`config.mk`:
```
export PLATFORM = sky130hd
export DESIGN_NAME = cdb_arbiter
export DESIGN_NICKNAME = d
export VERILOG_FILES = /design/src/rtl/cdb_arbiter_pkg.sv /design/src/rtl/cdb_arbiter_rr_arbiter.sv /design/src/rtl/cdb_arbiter.sv
export SDC_FILE = /design/constraint.sdc
export NUM_CORES = 1
export LEC_CHECK = 0
export BUFFER_PORTS_ARGS = -buffer_cell sky130_fd_sc_hd__clkbuf_2
export CELL_PAD_IN_SITES_DETAIL_PLACEMENT = 2
export CELL_PAD_IN_SITES_GLOBAL_PLACEMENT = 2
export CORE_ASPECT_RATIO = 0.8
export CORE_MARGIN = 8
export CORE_UTILIZATION = 26
export CTS_CLUSTER_DIAMETER = 30
export DETAILED_ROUTE_END_ITERATION = 6
export PLACE_DENSITY_LB_ADDON = 0.1
export SYNTH_ARGS = -nofsm -noshare
export SYNTH_HDL_FRONTEND = slang
export SYNTH_SLANG_ARGS = --single-unit
```
`constraint.sdc`:
```
create_clock -name clock -period 3.55 [get_ports clock]
set_clock_uncertainty 0.05 [all_clocks]
set_input_delay 0.71 -clock clock [delete_from_list [all_inputs] [get_ports clock]]
set_output_delay 0.71 -clock clock [all_outputs]
set_load 0.03 [all_outputs]
```
`src/rtl/cdb_arbiter_pkg.sv`:
```
// Shared CDB types and defaults for the completion path.
// The tag layout is {phys_reg, ready}; consumers qualify every field with cdb_en.
package cdb_arbiter_pkg;

  localparam int NUM_FU_DEF = 4;
  localparam int PREG_W_DEF = 6;
  localparam int ROB_W_DEF  = 5;
  localparam int XLEN_DEF   = 32;

  typedef struct packed {
    logic [PREG_W_DEF-1:0] phys_reg;
    logic                  ready;
  } TAG;

  typedef struct packed {
    TAG                   tag;
    logic [ROB_W_DEF-1:0] rob_idx;
    logic [XLEN_DEF-1:0]  value;
  } CDB_PACKET;

  typedef struct packed {
    logic      valid;
    CDB_PACKET pkt;
  } FU_CMPL_PACKET;

  function automatic int popcount32(logic [31:0] v);
    int c;
    c = 0;
    for (int i = 0; i < 32; i++) c += int'(v[i]);
    return c;
  endfunction

endpackage

```
`src/rtl/cdb_arbiter_rr_arbiter.sv`:
```
// Round-robin one-hot grant: first set req at ptr, ptr+1, ... (mod N); 0 when idle.
// Purely combinational, no backpressure of its own.
module rr_arbiter #(
  parameter int N  = 4,
  parameter int PW = $clog2(N)
) (
  input  logic [N-1:0]  req,
  input  logic [PW-1:0] ptr,
  output logic [N-1:0]  grant
);

  logic [PW-1:0] idx;

  // Walk offsets from farthest to nearest so the closest requester overwrites.
  always_comb begin
    grant = '0;
    idx   = '0;
    for (int i = N - 1; i >= 0; i--) begin
      idx = PW'((int'(ptr) + i) % N);
      if (req[idx]) begin
        grant      = '0;
        grant[idx] = 1'b1;
      end
    end
  end

endmodule

```
`src/rtl/cdb_arbiter.sv`:
```
// CDB producer: per-unit holding registers drained one per cycle round-robin; handshake to cdb_en is 2 cycles.
// A unit sees fu_ready low while its holding register is full and not granted, and during interrupt.
module cdb_arbiter
  import cdb_arbiter_pkg::*;
#(
  parameter int NUM_FU = NUM_FU_DEF,
  parameter int PREG_W = PREG_W_DEF,
  parameter int ROB_W  = ROB_W_DEF,
  parameter int XLEN   = XLEN_DEF
) (
  input  logic                          clock,
  input  logic                          reset,
  input  logic                          interrupt,
  input  logic [NUM_FU-1:0]             fu_valid,
  input  logic [NUM_FU*PREG_W-1:0]      fu_preg,
  input  logic [NUM_FU*ROB_W-1:0]       fu_rob_idx,
  input  logic [NUM_FU*XLEN-1:0]        fu_value,
  output logic [NUM_FU-1:0]             fu_ready,
  output logic                          cdb_en,
  output logic [PREG_W:0]               cdb,
  output logic [ROB_W-1:0]              cdb_rob_idx,
  output logic [XLEN-1:0]               cdb_value,
  output logic [$clog2(NUM_FU+1)-1:0]   pending_cnt
);

  localparam int PTR_W = $clog2(NUM_FU);
  localparam int CNT_W = $clog2(NUM_FU + 1);

  logic [NUM_FU-1:0] hold_v;
  logic [NUM_FU-1:0] hold_v_nxt;
  logic [NUM_FU-1:0] arb_grant;
  logic [NUM_FU-1:0] grant;
  logic [NUM_FU-1:0] load;
  logic [PREG_W-1:0] hold_preg  [NUM_FU];
  logic [ROB_W-1:0]  hold_rob   [NUM_FU];
  logic [XLEN-1:0]   hold_value [NUM_FU];
  logic [PTR_W-1:0]  rr_ptr;
  logic [PTR_W-1:0]  win_idx;
  logic [PREG_W-1:0] win_preg;
  logic [ROB_W-1:0]  win_rob;
  logic [XLEN-1:0]   win_value;

  rr_arbiter #(.N(NUM_FU), .PW(PTR_W)) u_rr (
    .req   (hold_v),
    .ptr   (rr_ptr),
    .grant (arb_grant)
  );

  // A granted slot frees up this cycle, so it may be refilled on the same edge.
  assign grant      = interrupt ? '0 : arb_grant;
  assign fu_ready   = interrupt ? '0 : (~hold_v | grant);
  assign load       = fu_valid & fu_ready;
  assign hold_v_nxt = interrupt ? '0 : ((hold_v & ~grant) | load);

  always_comb begin
    win_idx   = '0;
    win_preg  = '0;
    win_rob   = '0;
    win_value = '0;
    for (int i = 0; i < NUM_FU; i++) begin
      if (grant[i]) begin
        win_idx   = PTR_W'(i);
        win_preg  = hold_preg[i];
        win_rob   = hold_rob[i];
        win_value = hold_value[i];
      end
    end
  end

  always_ff @(posedge clock or posedge reset) begin
    if (reset) begin
      hold_v      <= '0;
      rr_ptr      <= '0;
      cdb_en      <= 1'b0;
      cdb         <= '0;
      cdb_rob_idx <= '0;
      cdb_value   <= '0;
      pending_cnt <= '0;
    end else begin
      hold_v      <= hold_v_nxt;
      pending_cnt <= CNT_W'(popcount32(32'(hold_v_nxt)));
      cdb_en      <= |grant;
      if (interrupt) begin
        rr_ptr <= '0;
      end else if (|grant) begin
        rr_ptr      <= (win_idx == PTR_W'(NUM_FU - 1)) ? '0 : win_idx + 1'b1;
        cdb         <= {win_preg, 1'b1};
        cdb_rob_idx <= win_rob;
        cdb_value   <= win_value;
      end
    end
  end

  // Payload is only observed through a set hold_v, so it needs no reset.
  always_ff @(posedge clock) begin
    for (int i = 0; i < NUM_FU; i++) begin
      if (load[i]) begin
        hold_preg[i]  <= fu_preg[i*PREG_W +: PREG_W];
        hold_rob[i]   <= fu_rob_idx[i*ROB_W +: ROB_W];
        hold_value[i] <= fu_value[i*XLEN +: XLEN];
      end
    end
  end

endmodule

```
Yosys cells after proc, flatten, opt, wreduce, memory -nomap -nowiden. Memories as Yosys holds them, arrays and structs flattened. Cells that the tools add are included.

Add/subtract/negate cells: 7. Magnitude comparators: 8. Equality and inequality tests: 1. Mux-type cells: 49. Bitwise logic cells: 7. Reductions and logical operators: 7.

Operator list (number): 32-bit 2-to-1 mux (4); 4-bit 2-to-1 mux (7); 6-bit 2-to-1 mux (4); 5-bit 2-to-1 mux (4); 1-bit 2-to-1 mux (17); 2-bit by 3-bit less-than comparator with 1-bit output, second input constant (4); 2-bit 2-to-1 mux (5); 4-bit AND (2); 1-bit binary-select mux with 2-bit select (4); 1-bit demux with 2-bit select (4); 2-bit by 1-bit greater-or-equal comparator with 1-bit output, second input constant (4); 4-bit NOT (2); 4-bit bitwise OR (2); 2-bit by 1-bit adder with 2-bit output, second input constant (2); 2-bit adder, second input constant (2); 1-bit logical AND (4); 4-bit OR reduction (1); 2-bit by 1-bit adder with 3-bit output (1); 3-bit by 1-bit adder with 3-bit output (1); 1-bit by 1-bit adder with 2-bit output (1); 2-bit == test, second input constant (1); 2-bit AND reduction (1); 2-bit nonzero test (1); 1-bit NOT (1).

Register bits after elaboration: 54. RAM bits: 172. Input port bits: 179. Word-level logic and storage cells: 89. Memories kept: 3.

Memories: hold_value (depth 4, bits a word 32, read ports 4, clocked after Yosys merged registers in 0, wr ports 4, line cdb_arbiter.sv:36) `logic [XLEN-1:0] hold_value [NUM_FU];`; hold_preg (depth 4, bits a word 6, read ports 4, clocked after Yosys merged registers in 0, wr ports 4, line cdb_arbiter.sv:34) `logic [PREG_W-1:0] hold_preg [NUM_FU];`; hold_rob (depth 4, bits a word 5, read ports 4, clocked after Yosys merged registers in 0, wr ports 4, line cdb_arbiter.sv:35) `logic [ROB_W-1:0] hold_rob [NUM_FU];`.

Depth between registers and ports, before layout. Gate-level depths: netlist of run 1.

Depth after elaboration: 18. Depth in mapped cells: 14. Gate-level depth less buffers: 12.

Cells and area by module. A second synthesis of run 1 with hierarchy kept.

Cell total of the unflattened synthesis: 609. Area, all modules: 9192.6 um2.

Modules (own cells, without submodules): cdb_arbiter (times used 1, cells an instance 562, area an instance 8779.7 um2, seq. area each 6516.2 um2); rr_arbiter (times used 1, cells an instance 47, area an instance 412.9 um2, seq. area each 0.0 um2).

Worst setup path after synthesis of run 1. No wires, ideal clock.

Path type: register to register. Start: register rr_ptr[1]. End: memory hold_preg[3][0] (netlist bit), enable pin. Arrival: 3.977 ns. Slack: -0.881 ns. Cell stages (with the launch flop): 10. Buffers on the path: 2. Clock period less this slack: 4.431 ns. Cells stage by stage: dfrtp_1 clkbuf_1 inv_1 ha_1 mux4_2 a221o_1 a21o_1 clkbuf_1 a21oi_1 and2_1.

RTL lines: start: declaration (line cdb_arbiter.sv:37) `logic [PTR_W-1:0] rr_ptr;`; start signal: assignment (line cdb_arbiter.sv:86) `rr_ptr <= (win_idx == PTR_W'(NUM_FU - 1)) ? '0 : win_idx + 1'b1;`; end: declaration (line cdb_arbiter.sv:34).

Final worst setup path of run 1.
Start: register rr_ptr[0]. End: output fu_ready[2].

Word-level cells in the longest chain between the ends: 12.

RTL lines: 2-bit adder (line cdb_arbiter_rr_arbiter.sv:19) `idx = PW'((int'(ptr) + i) % N);`; 2-bit by 3-bit less-than comparator with 1-bit output (not written as such) / 2-bit by 1-bit greater-or-equal comparator with 1-bit output (equally long branches) (line cdb_arbiter_rr_arbiter.sv:22) `grant[idx] = 1'b1;`; 1-bit logical AND (not written as such) (line cdb_arbiter_rr_arbiter.sv:22); 1-bit 2-to-1 mux (not written as such) (line cdb_arbiter_rr_arbiter.sv:22); 1-bit demux with 2-bit select; 4-bit 2-to-1 mux (3 in a row) (line cdb_arbiter_rr_arbiter.sv:20) `if (req[idx]) begin`; 4-bit 2-to-1 mux * (line cdb_arbiter_rr_arbiter.sv:20); 4-bit 2-to-1 mux * (line cdb_arbiter.sv:50) `assign grant = interrupt ? '0 : arb_grant;`; 4-bit bitwise OR * (line cdb_arbiter.sv:51) `assign fu_ready = interrupt ? '0 : (~hold_v | grant);`; 4-bit 2-to-1 mux * (line cdb_arbiter.sv:51); end: declaration (line cdb_arbiter.sv:18) `output logic [NUM_FU-1:0] fu_ready,`.

Mark *: on every way between the ends. The rest lies on a longest branch, timed or not. The select of a mux whose other input is x is not followed.

==> results of run 1 <==
## through the flow
| step | hold slack (ns) | utilization (%) | power [mW] |
|---|---|---|---|
| floorplan | 0.421 | - | 6.16 |
| global placement | 0.401 | 31.6 | 7.35 |
| detailed placement | 0.423 | 31.6 | 7.47 |
| CTS | 0.216 | 37.5 | 12.7 |
| global route | 0.243 | 37.6 | 13.2 |
| finish | 0.203 | 37.6 | 12.5 |
## cell usage after synthesis
| master | number |
|---|---|
| a211oi_1 | 2 |
| a21bo_2 | 43 |
| a21o_1 | 2 |
| a21oi_1 | 11 |
| a21oi_4 | 1 |
| a221o_1 | 2 |
| a221oi_1 | 43 |
| a221oi_2 | 1 |
| a2bb2oi_4 | 1 |
| a311oi_1 | 1 |
| a31o_1 | 1 |
| a32oi_1 | 1 |
| a41o_1 | 1 |
| and2_1 | 4 |
| and2_4 | 1 |
| buf_2 | 7 |
| buf_6 | 12 |
| clkbuf_1 | 3 |
| clkdlybuf4s50_2 | 1 |
| dfrtp_1 | 54 |
| dlygate4sd1_1 | 4 |
| dlymetal6s2s_1 | 4 |
| edfxtp_1 | 172 |
| fa_1 | 1 |
| ha_1 | 10 |
| inv_1 | 17 |
| mux2_2 | 1 |
| mux2i_1 | 4 |
| mux4_1 | 2 |
| mux4_2 | 2 |
| nand2_1 | 48 |
| nand2b_1 | 2 |
| nand3b_1 | 3 |
| nor2_1 | 45 |
| nor3b_2 | 1 |
| nor3b_4 | 1 |
| o21ai_0 | 4 |
| o21ai_1 | 40 |
| o22ai_1 | 2 |
| or2_2 | 3 |
## sequential cells by signal, summed over array words and instances (netlist names), 3 cells and up
| signal | count |
|---|---|
| hold_value | 128 |
| cdb_value | 32 |
| hold_preg | 24 |
| hold_rob | 20 |
| cdb | 7 |
| cdb_rob_idx | 5 |
| hold_v | 4 |
| pending_cnt | 3 |
## worst min path at each step
stage               slack [ns]            end       startpoint  cells after the start
finish                    0.20  cdb_value[31]            reset                      2
global route              0.24  cdb_value[31]            reset                      2
floorplan                 0.42         cdb[2]  hold_preg[3][1]                      2
CTS                       0.22  cdb_value[31]            reset                      2
global placement          0.40         cdb[0]           cdb[0]                      1
detailed placement        0.42         cdb[0]           cdb[0]                      1
## per-layer routing
| metal | global-route usage [%] | up-vias |
|---|---|---|
| li1 | - | 2730 |
| met1 | 19.1 | 3116 |
| met2 | 25.9 | 189 |
| met3 | 4.71 | 43 |
| met4 | 4.02 | 6 |
| met5 | 0 | - |
## what timing repair did
action | CTS | global route
setup endpoints to repair | 4 | 4
setup buffers | 5 | 3
gates resized for setup | 17 | 5
pin swaps | 3 | 2
## area by class of cell
class                      count  area (um2)
antenna                        2        5.00
timing repair buffer         262        1550
clock inverter                33         398
sequential                   226        6520
inverter                      17        63.8
clock buffer                  69        1490
multi-input combinational    284        2080
tap                          434         543
fill                        3440       21000
## logic make-up after synthesis
| logic type | after synthesis | synth area share [%] |
|---|---|---|
| adders and majority gates | 11 | 1.64 |
| and+or+nand+nor | 108 | 5.28 |
| muxes | 9 | 1.68 |
| DFF | 226 | 73.6 |
| buffers and inverters | 48 | 3.86 |
| AOI/OAI and AO/OA | 156 | 14.0 |
## power groups by stage
stage	Combinational (mW)	Clock [mW]	Sequential (mW)
after floorplan	2.05	0	4.11
after global placement	3.74	0	3.62
after detailed placement	3.83	0	3.64
after CTS	3.92	5.17	3.61
after global routing	4.20	5.30	3.65
final	3.87	5.06	3.60
## worst max-delay path: cells and delay by family (launching register included)
kind / cells / cell delay [ns]
simple gates: 1 / 0.18
flops: 1 / 0.37
fa+ha+maj: 1 / 0.30
compound gates: 2 / 0.54
buf+inv: 3 / 0.44
mux: 1 / 0.31
==> metrics.cfg, run 1 <==
[logic_synthesis]
synth_top_area_share_pct = 58.3
syn-num-nets = 748
synth.ff_latch_count = 226
avgSynthCellArea_um2 = 15.9
syn_area_um2 = 8860
synthTopCellsByArea = edfxtp_1, dfrtp_1, a21bo_2, a221oi_1, o21ai_1
synth.distinct_cells = 40
syn-instance-count = 558
yosysWarnings = 0
yosysTopAreaCell = edfxtp_1
ys_seq_area_share_pct = 73.6

[final_layout]
final_cell_mix = clkbuf_2, edfxtp_1, clkbuf_16
instances_no_fill = 1327
fin_nets = 1036
area_delta_synth_final_pct = 42.8
layout_commonest_cell = clkbuf_2
design_area_um2 = 12600
drive_gt1_share_pct = 47.3

[sta]
final.setup.worst_slack_ns = 0.0880
max_freq_ghz = 0.289
rsz0062_at_grt = yes
fin_crit_sh_pct = 97.5
min_period_ns = 3.46
fin_tns_setup_ns = 0
report.final.hold_viol_count = 0
drv_slew = 0
setup_viol = 0
worst_slew_pin_slew_ns = 0.711
relSlewSlack_pct = 52.5

[worst_setup_path]
cp_max_fo = 8
arrival_ns = 2.70
cp-startpoint = rr_ptr[0]
endpoint = fu_ready[2]
r2r_start = rr_ptr[0]
slowest_stage = dfrtp_1
cp-end-kind = output pin
reg2reg_to = pending_cnt[1]
startpoint_type = flip-flop
ff2ff_setup_slack_ns = 0.24
cp_slowest_stage_delay_ns = 0.37
required_ns = 2.79
path_cells = inv_2, ha_4, mux4_2, buf_4, a221o_1, and2_4, a21oi_4, clkbuf_8
path_class = reg2out
worstRegToRegCells = 12

[detailed_routing]
dr.max_layer_used = met5
dr.pass1.iters = 4
wl_met3_mm = 1.93
drtAntennaViolNets = 0
vias_per_cell = 4.58
met1_length_mm = 14.0
wl_per_cell_um = 23.9
vias = 6084
drt_iter0_markers = 275
drc = 0
wl_met2_mm = 15.2
routed_wirelength_mm = 31.7

[place]
hpwl_mm = 20.8
place_ws_ns = 0.211
io_buffers = 230
place.gp.congestion = 0.797
placed_area_um2 = 10600
dpl.cell_count = 1215

[global_route]
grt_pass1_vias = 7153
grt_pass1_wl_mm = 47.0
grt_max_degree = 52
gr-total-overflow = 0
antenna_found_initial = 4
track_usage_pct = 15.4

[floorplanning]
ioPinCount = 231
die_width_um = 222
dieArea_um2 = 40300
core_area_um2 = 33600
start_util_pct = 26.3
rows = 60
die_height_um = 181

[clocking]
numCtsBuffers = 55
clock_path_buffers = 3
clockRootBuffer = clkbuf_16
clock_latency_ns = 0.55
htree_levels = 2
clk_pin_slew_ns = 0.05
cts_tree = yes
cts_hold_buf = 0
clock-sinks = 226

[worst_hold_path]
min_path_type = in2async

[outcome]
status = finished clean

[power_and_ir_drop]
p_comb_share_pct = 30.9
clkPwrFrac_pct = 40.4
switching_share_pct = 33.0
powerDensity_nw_per_um2 = 990
p_leak_nw = 5.26
switchingPower_mw = 4.14
pwr-share-seq_pct = 28.7
ir_drop_mv = 0.379
power.internal_mw = 8.39

[job]
maxCapViolCount = 0

No activity file was read; power rests on OpenSTA's default activity.
==> run 2: changes to the inputs <==
--- a/config.mk
+++ b/config.mk
@@ -14,6 +14,7 @@
 export CTS_CLUSTER_DIAMETER = 30
 export DETAILED_ROUTE_END_ITERATION = 6
 export PLACE_DENSITY_LB_ADDON = 0.1
+export REMOVE_ABC_BUFFERS = 1
 export SYNTH_ARGS = -nofsm -noshare
 export SYNTH_HDL_FRONTEND = slang
 export SYNTH_SLANG_ARGS = --single-unit
==> metrics.cfg, run 2 (same netlist as run 1, synthesis figures left out) <==
[clocking]
numCtsBuffers = 54  ; -1.8%
clock_latency_ns = 0.57  ; +0.02 ns
clk_pin_slew_ns = 0.05  ; about the same
htree_levels = 2  ; unchanged
cts_tree = yes
clock-sinks = 226  ; unchanged
cts_hold_buf = 0  ; unchanged
clock_path_buffers = 3  ; unchanged
clockRootBuffer = clkbuf_16

[floorplanning]
start_util_pct = 26.3  ; unchanged
ioPinCount = 231  ; unchanged
die_height_um = 181  ; unchanged
core_area_um2 = 33600  ; unchanged
dieArea_um2 = 40300  ; unchanged
die_width_um = 222  ; unchanged
rows = 60  ; unchanged

[final_layout]
fin_nets = 1036  ; unchanged
layout_commonest_cell = clkbuf_2
nFillCells = 3389  ; -1.5%
largest_reg_flops = 128  ; unchanged
fin_util_pct = 37.7  ; +0.14 points
drive_gt1_share_pct = 48.3  ; +1.1 points
n_antenna_cell = 0  ; -2
top_regs = hold_value (128), cdb_value (32), hold_preg (24)
area_delta_synth_final_pct = 43.3
final_cell_mix = clkbuf_2, edfxtp_1, dfrtp_1, clkbuf_16, nand2_1
regMostFlops = hold_value

[sta]
relSlewSlack_pct = 43.8  ; -8.7 points
setup_viol = 0  ; unchanged
fin_tns_setup_ns = 0  ; unchanged
worst_slew_pin_slew_ns = 0.843  ; +0.132 ns
min_period_ns = 3.45  ; -0.00743 ns
rsz0062_at_grt = no
fin_crit_sh_pct = 97.3  ; -0.21 points
drv_slew = 0  ; unchanged
report.final.hold_viol_count = 0  ; unchanged
max_freq_ghz = 0.289  ; +0.21%

[detailed_routing]
drtAntennaViolNets = 0  ; unchanged
vias_per_cell = 4.57  ; -0.39%
wl_per_cell_um = 23.2  ; -2.8%
dr.pass1.iters = 4  ; unchanged
drc = 0  ; unchanged
routed_wirelength_mm = 30.8  ; -2.9%
vias = 6056  ; -0.46%
drt_iter0_markers = 259  ; -5.8%

[power_and_ir_drop]
p_total_mw = 12.7  ; +1.0%
p_leak_nw = 5.28  ; +0.44%
powerDensity_nw_per_um2 = 997  ; +0.63%
ir_drop_mv = 0.369  ; -2.7%

[worst_setup_path]
required_ns = 2.79  ; about the same
cp-end-kind = output pin
cp_max_fo = 8  ; unchanged
startpoint_type = flip-flop
arrival_ns = 2.69  ; about the same
path_class = reg2out

[job]
maxCapViolCount = 0  ; unchanged

[place]
place.gp.congestion = 0.750  ; -5.9%
hpwl_mm = 20.5  ; -1.3%
io_buffers = 230  ; unchanged

[global_route]
antenna_found_initial = 0  ; -4
track_usage_pct = 15.2  ; -0.21 points
grt_pass1_wl_mm = 46.4  ; -1.3%
grt_max_degree = 73  ; +40%
grt_pass1_vias = 7203  ; +0.70%
gr-total-overflow = 0  ; unchanged

[worst_hold_path]
min_path_type = in2async

[outcome]
status = finished clean

## run 2: path summary, 6_finish.rpt
check / from / to / slack (ns) / cells past startpoint
worst max-delay path: hold_v[2] / fu_ready[2] / 0.1 / 6
worst min-delay path: reset / cdb_value[30] / 0.15 / 2
worst max register to register: rr_ptr[0] / pending_cnt[1] / 0.24 / 12
worst min register to register: cdb[0] / cdb[0] / 0.42 / 1
max in group asynchronous: reset / cdb_value[31] / 2.63 / 3
min in group clock: fu_value[16] / hold_value[0][16] / 0.26 / 1
## run 2: critical path, cell delays in order (launching register included)
cell	delay [ns]
dfrtp_1	0.50
mux4_2	0.56
nand3b_1	0.18
a221o_1	0.34
and2_4	0.19
a21oi_4	0.18
clkbuf_8	0.18
## run 2: area by class of cell
| cell class | count | area (um2) | share of cell area, % |
|---|---|---|---|
| sequential | 226 | 6520 | 51.3 |
| timing repair buffer | 263 | 1550 | 12.2 |
| clock inverter | 35 | 478 | 3.77 |
| inverter | 17 | 63.8 | 0.503 |
| clock buffer | 67 | 1460 | 11.5 |
| tap | 434 | 543 | 4.28 |
| multi-input combinational | 284 | 2080 | 16.4 |
## run 2: what timing repair did
item | CTS | global route
pin swaps | 2 | 4
resized for setup | 15 | 13
buffers inserted | 4 | 2
cloned | 0 | 0
setup endpoints to repair | 4 | 8
## run 2: through the flow
stage	worst slack, ns	instances	hold slack, ns	instance area (um2)
2_1_floorplan	-1.37	527	0.422	8580
3_3_place_gp	0.153	1218	0.402	10600
3_5_place_dp	0.0800	1218	0.420	10600
4_1_cts	-0.0330	1324	0.147	12600
5_1_grt	0.00633	1326	0.173	12700
6_report	0.0954	1326	0.151	12700
## run 2: where the power goes
group | switching [mW] | internal [mW]
combinational | 2.32 | 1.54
clock | 1.60 | 3.58
sequential | 0.250 | 3.36
total | 4.17 | 8.48
## run 2: per-layer routing
metal / global-route usage, % / routed length [um] / share of wire (%) / vias to the layer above
li1: - / - / - / 2728
met1: 18.9 / 13600 / 44 / 3092
met2: 25.6 / 14900 / 48 / 190
met3: 4.13 / 1660 / 5.4 / 46
met4: 4.47 / 601 / 2.0 / 0
met5: 0 / 0 / 0 / -
==> run 3: changes to the inputs <==
--- a/config.mk
+++ b/config.mk
@@ -13,7 +13,7 @@
 export CORE_UTILIZATION = 26
 export CTS_CLUSTER_DIAMETER = 30
 export DETAILED_ROUTE_END_ITERATION = 6
-export PLACE_DENSITY_LB_ADDON = 0.1
+export PLACE_DENSITY = 0.69
 export REMOVE_ABC_BUFFERS = 1
 export SYNTH_ARGS = -nofsm -noshare
 export SYNTH_HDL_FRONTEND = slang
==> metrics.cfg, run 3 (same netlist as run 1, synthesis figures left out) <==
[worst_setup_path]
reg2reg_to = pending_cnt[1]
ff2ff_setup_slack_ns = 0.08  ; -0.16 ns
startpoint_type = flip-flop
cp-end-kind = output pin
cp_slowest_stage_delay_ns = 0.55  ; about the same
cp_max_fo = 8  ; unchanged
crit_family = compound AO/OA/AOI/OAI gates
r2r_start = hold_v[2]
path_class = reg2out
arrival_ns = 2.73  ; +0.04 ns
path_cells = mux4_2, a31o_1, a221oi_2, a2bb2oi_4, a21oi_1, buf_2
worstRegToRegCells = 10  ; -2
required_ns = 2.79  ; about the same
path_buf_inv = 1  ; unchanged
slowest_stage = mux4_2

[place]
hpwl_mm = 19.8  ; -3.4%
place.gp.congestion = 0.755  ; +0.69%
place_ws_ns = 0.00846  ; -0.0715 ns
io_buffers = 230  ; unchanged

[sta]
min_period_ns = 3.49  ; +0.0314 ns
drv_slew = 0  ; unchanged
relSlewSlack_pct = 36.0  ; -7.8 points
max_freq_ghz = 0.287  ; -0.90%
report.final.hold_viol_count = 0  ; unchanged
fin_crit_sh_pct = 98.2  ; +0.88 points
holdWs_ns = 0.157  ; +0.00677 ns
setup_viol = 0  ; unchanged
rsz0062_at_grt = yes
worst_slew_pin_slew_ns = 0.959  ; +0.115 ns
final.setup.worst_slack_ns = 0.0640  ; -0.0314 ns

[power_and_ir_drop]
clkPwrFrac_pct = 40.3  ; -0.7 points
pwr-share-seq_pct = 28.6  ; about the same
power.internal_mw = 8.41  ; -0.89%
switching_share_pct = 33.2  ; +0.19 points
p_comb_share_pct = 31.0  ; +0.5 points
p_leak_nw = 5.26  ; -0.46%
ir_drop_mv = 0.420  ; +14%
switchingPower_mw = 4.17  ; about the same
powerDensity_nw_per_um2 = 994  ; -0.26%

[detailed_routing]
dr.pass1.iters = 4  ; unchanged
vias_per_cell = 4.59  ; +0.43%
drc = 0  ; unchanged
routed_wirelength_mm = 31.2  ; +1.5%
vias = 6105  ; +0.81%
drt_iter0_markers = 284  ; +9.7%
drtAntennaViolNets = 0  ; unchanged
wl_per_cell_um = 23.5  ; +1.1%

[floorplanning]
start_util_pct = 26.3  ; unchanged
die_height_um = 181  ; unchanged
core_area_um2 = 33600  ; unchanged
dieArea_um2 = 40300  ; unchanged
rows = 60  ; unchanged
ioPinCount = 231  ; unchanged
die_width_um = 222  ; unchanged

[clocking]
clock_path_buffers = 3  ; unchanged
cts_tree = yes
clockRootBuffer = clkbuf_16
numCtsBuffers = 55  ; +1.9%
cts_hold_buf = 0  ; unchanged
clock-sinks = 226  ; unchanged
htree_levels = 2  ; unchanged
clk_pin_slew_ns = 0.05  ; about the same
clock_latency_ns = 0.55  ; -0.02 ns

[final_layout]
layout_commonest_cell = clkbuf_2
regArea_um2 = 6520  ; unchanged
regMostFlops = hold_value
largest_reg_flops = 128  ; unchanged
area_delta_synth_final_pct = 42.8
n_antenna_cell = 0  ; unchanged
final_cell_mix = clkbuf_2, edfxtp_1, clkbuf_16
top_regs = hold_value (128), cdb_value (32), hold_preg (24)
fin_nets = 1040  ; +0.39%
nFillCells = 3398  ; +0.27%
drive_gt1_share_pct = 48.0  ; -0.27 points
multiInputGateArea_um2 = 2090  ; +0.42%

[global_route]
track_usage_pct = 15.2  ; +0.024 points
antenna_found_initial = 3  ; +3
gr-total-overflow = 0  ; unchanged
grt_max_degree = 55  ; -25%
grt_pass1_wl_mm = 46.9  ; +1.1%
grt_pass1_vias = 7274  ; +0.99%

[outcome]
status = finished clean

[job]
maxCapViolCount = 0  ; unchanged

[worst_hold_path]
min_path_type = in2async

[run 3: timing repair]
| action | in CTS | in global routing |
|---|---|---|
| gates cloned | 0 | 0 |
| endpoints found under the setup margin | 7 | 5 |
| setup buffers | 6 | 6 |
| gates resized for setup | 17 | 12 |
| pin swaps | 5 | 6 |
[run 3: power by group through the flow]
stage          Combinational (mW)  Sequential, mW  Clock (mW)
2_1_floorplan                1.78            4.13           0
3_3_place_gp                 3.62            3.63           0
3_5_place_dp                 3.75            3.64           0
4_1_cts                      3.90            3.61        5.19
5_1_grt                      4.25            3.66        5.33
6_report                     3.90            3.60        5.07
[run 3: layout make-up]
cell class,count,area share [%]
flip-flops and latches,226,51.5
multi-input cells,284,16.5
repair buffers,266,12.2
clock buffers,67,11.6
well taps,434,4.29
clock inverters,37,3.35
inverters,17,0.514
[run 3: worst register-to-register path, stage by stage, from the launching register on]
cell,delay (ns)
dfrtp_1,0.51
mux4_2,0.56
a31o_1,0.21
a221oi_2,0.32
a2bb2oi_4,0.25
a21oi_1,0.10
or2_2,0.32
fa_1,0.53
inv_1,0.05
ha_1,0.18
ha_1,0.27
[run 3: worst max path at each step]
| stage | startpoint | endpoint | slack (ns) | depth (start not counted) |
|---|---|---|---|---|
| floorplan | rr_ptr[0] | hold_preg[3][0] | -1.37 | 8 |
| global placement | rr_ptr[0] | pending_cnt[1] | 0.18 | 12 |
| detailed placement | rr_ptr[1] | cdb_value[4] | 0.008 | 10 |
| CTS | rr_ptr[0] | fu_ready[3] | 0.007 | 7 |
| global route | rr_ptr[1] | fu_ready[1] | -0.08 | 9 |
| finish | hold_v[2] | fu_ready[1] | 0.06 | 6 |
[run 3: through the flow]
step / TNS (ns) / instances / power [mW] / cell area (um2) / utilization, %
final: 0 / 1331 / 12.6 / 12700 / 37.6
after global routing: -0.203 / 1331 / 13.2 / 12700 / 37.6
after CTS: 0 / 1325 / 12.7 / 12600 / 37.4
after detailed placement: 0 / 1215 / 7.39 / 10600 / 31.4
after global placement: 0 / 1215 / 7.25 / 10600 / 31.4
after floorplan: -156.63 / 527 / 5.91 / 8580 / -
[run 3: layer usage]
layer  GRT usage [%]  vias up  wire, um
li1                -     2730         -
met1            18.3     3114     13100
met2            26.2      197     15600
met3            4.89       58      1980
met4            3.76        6       493
met5               0        -        38
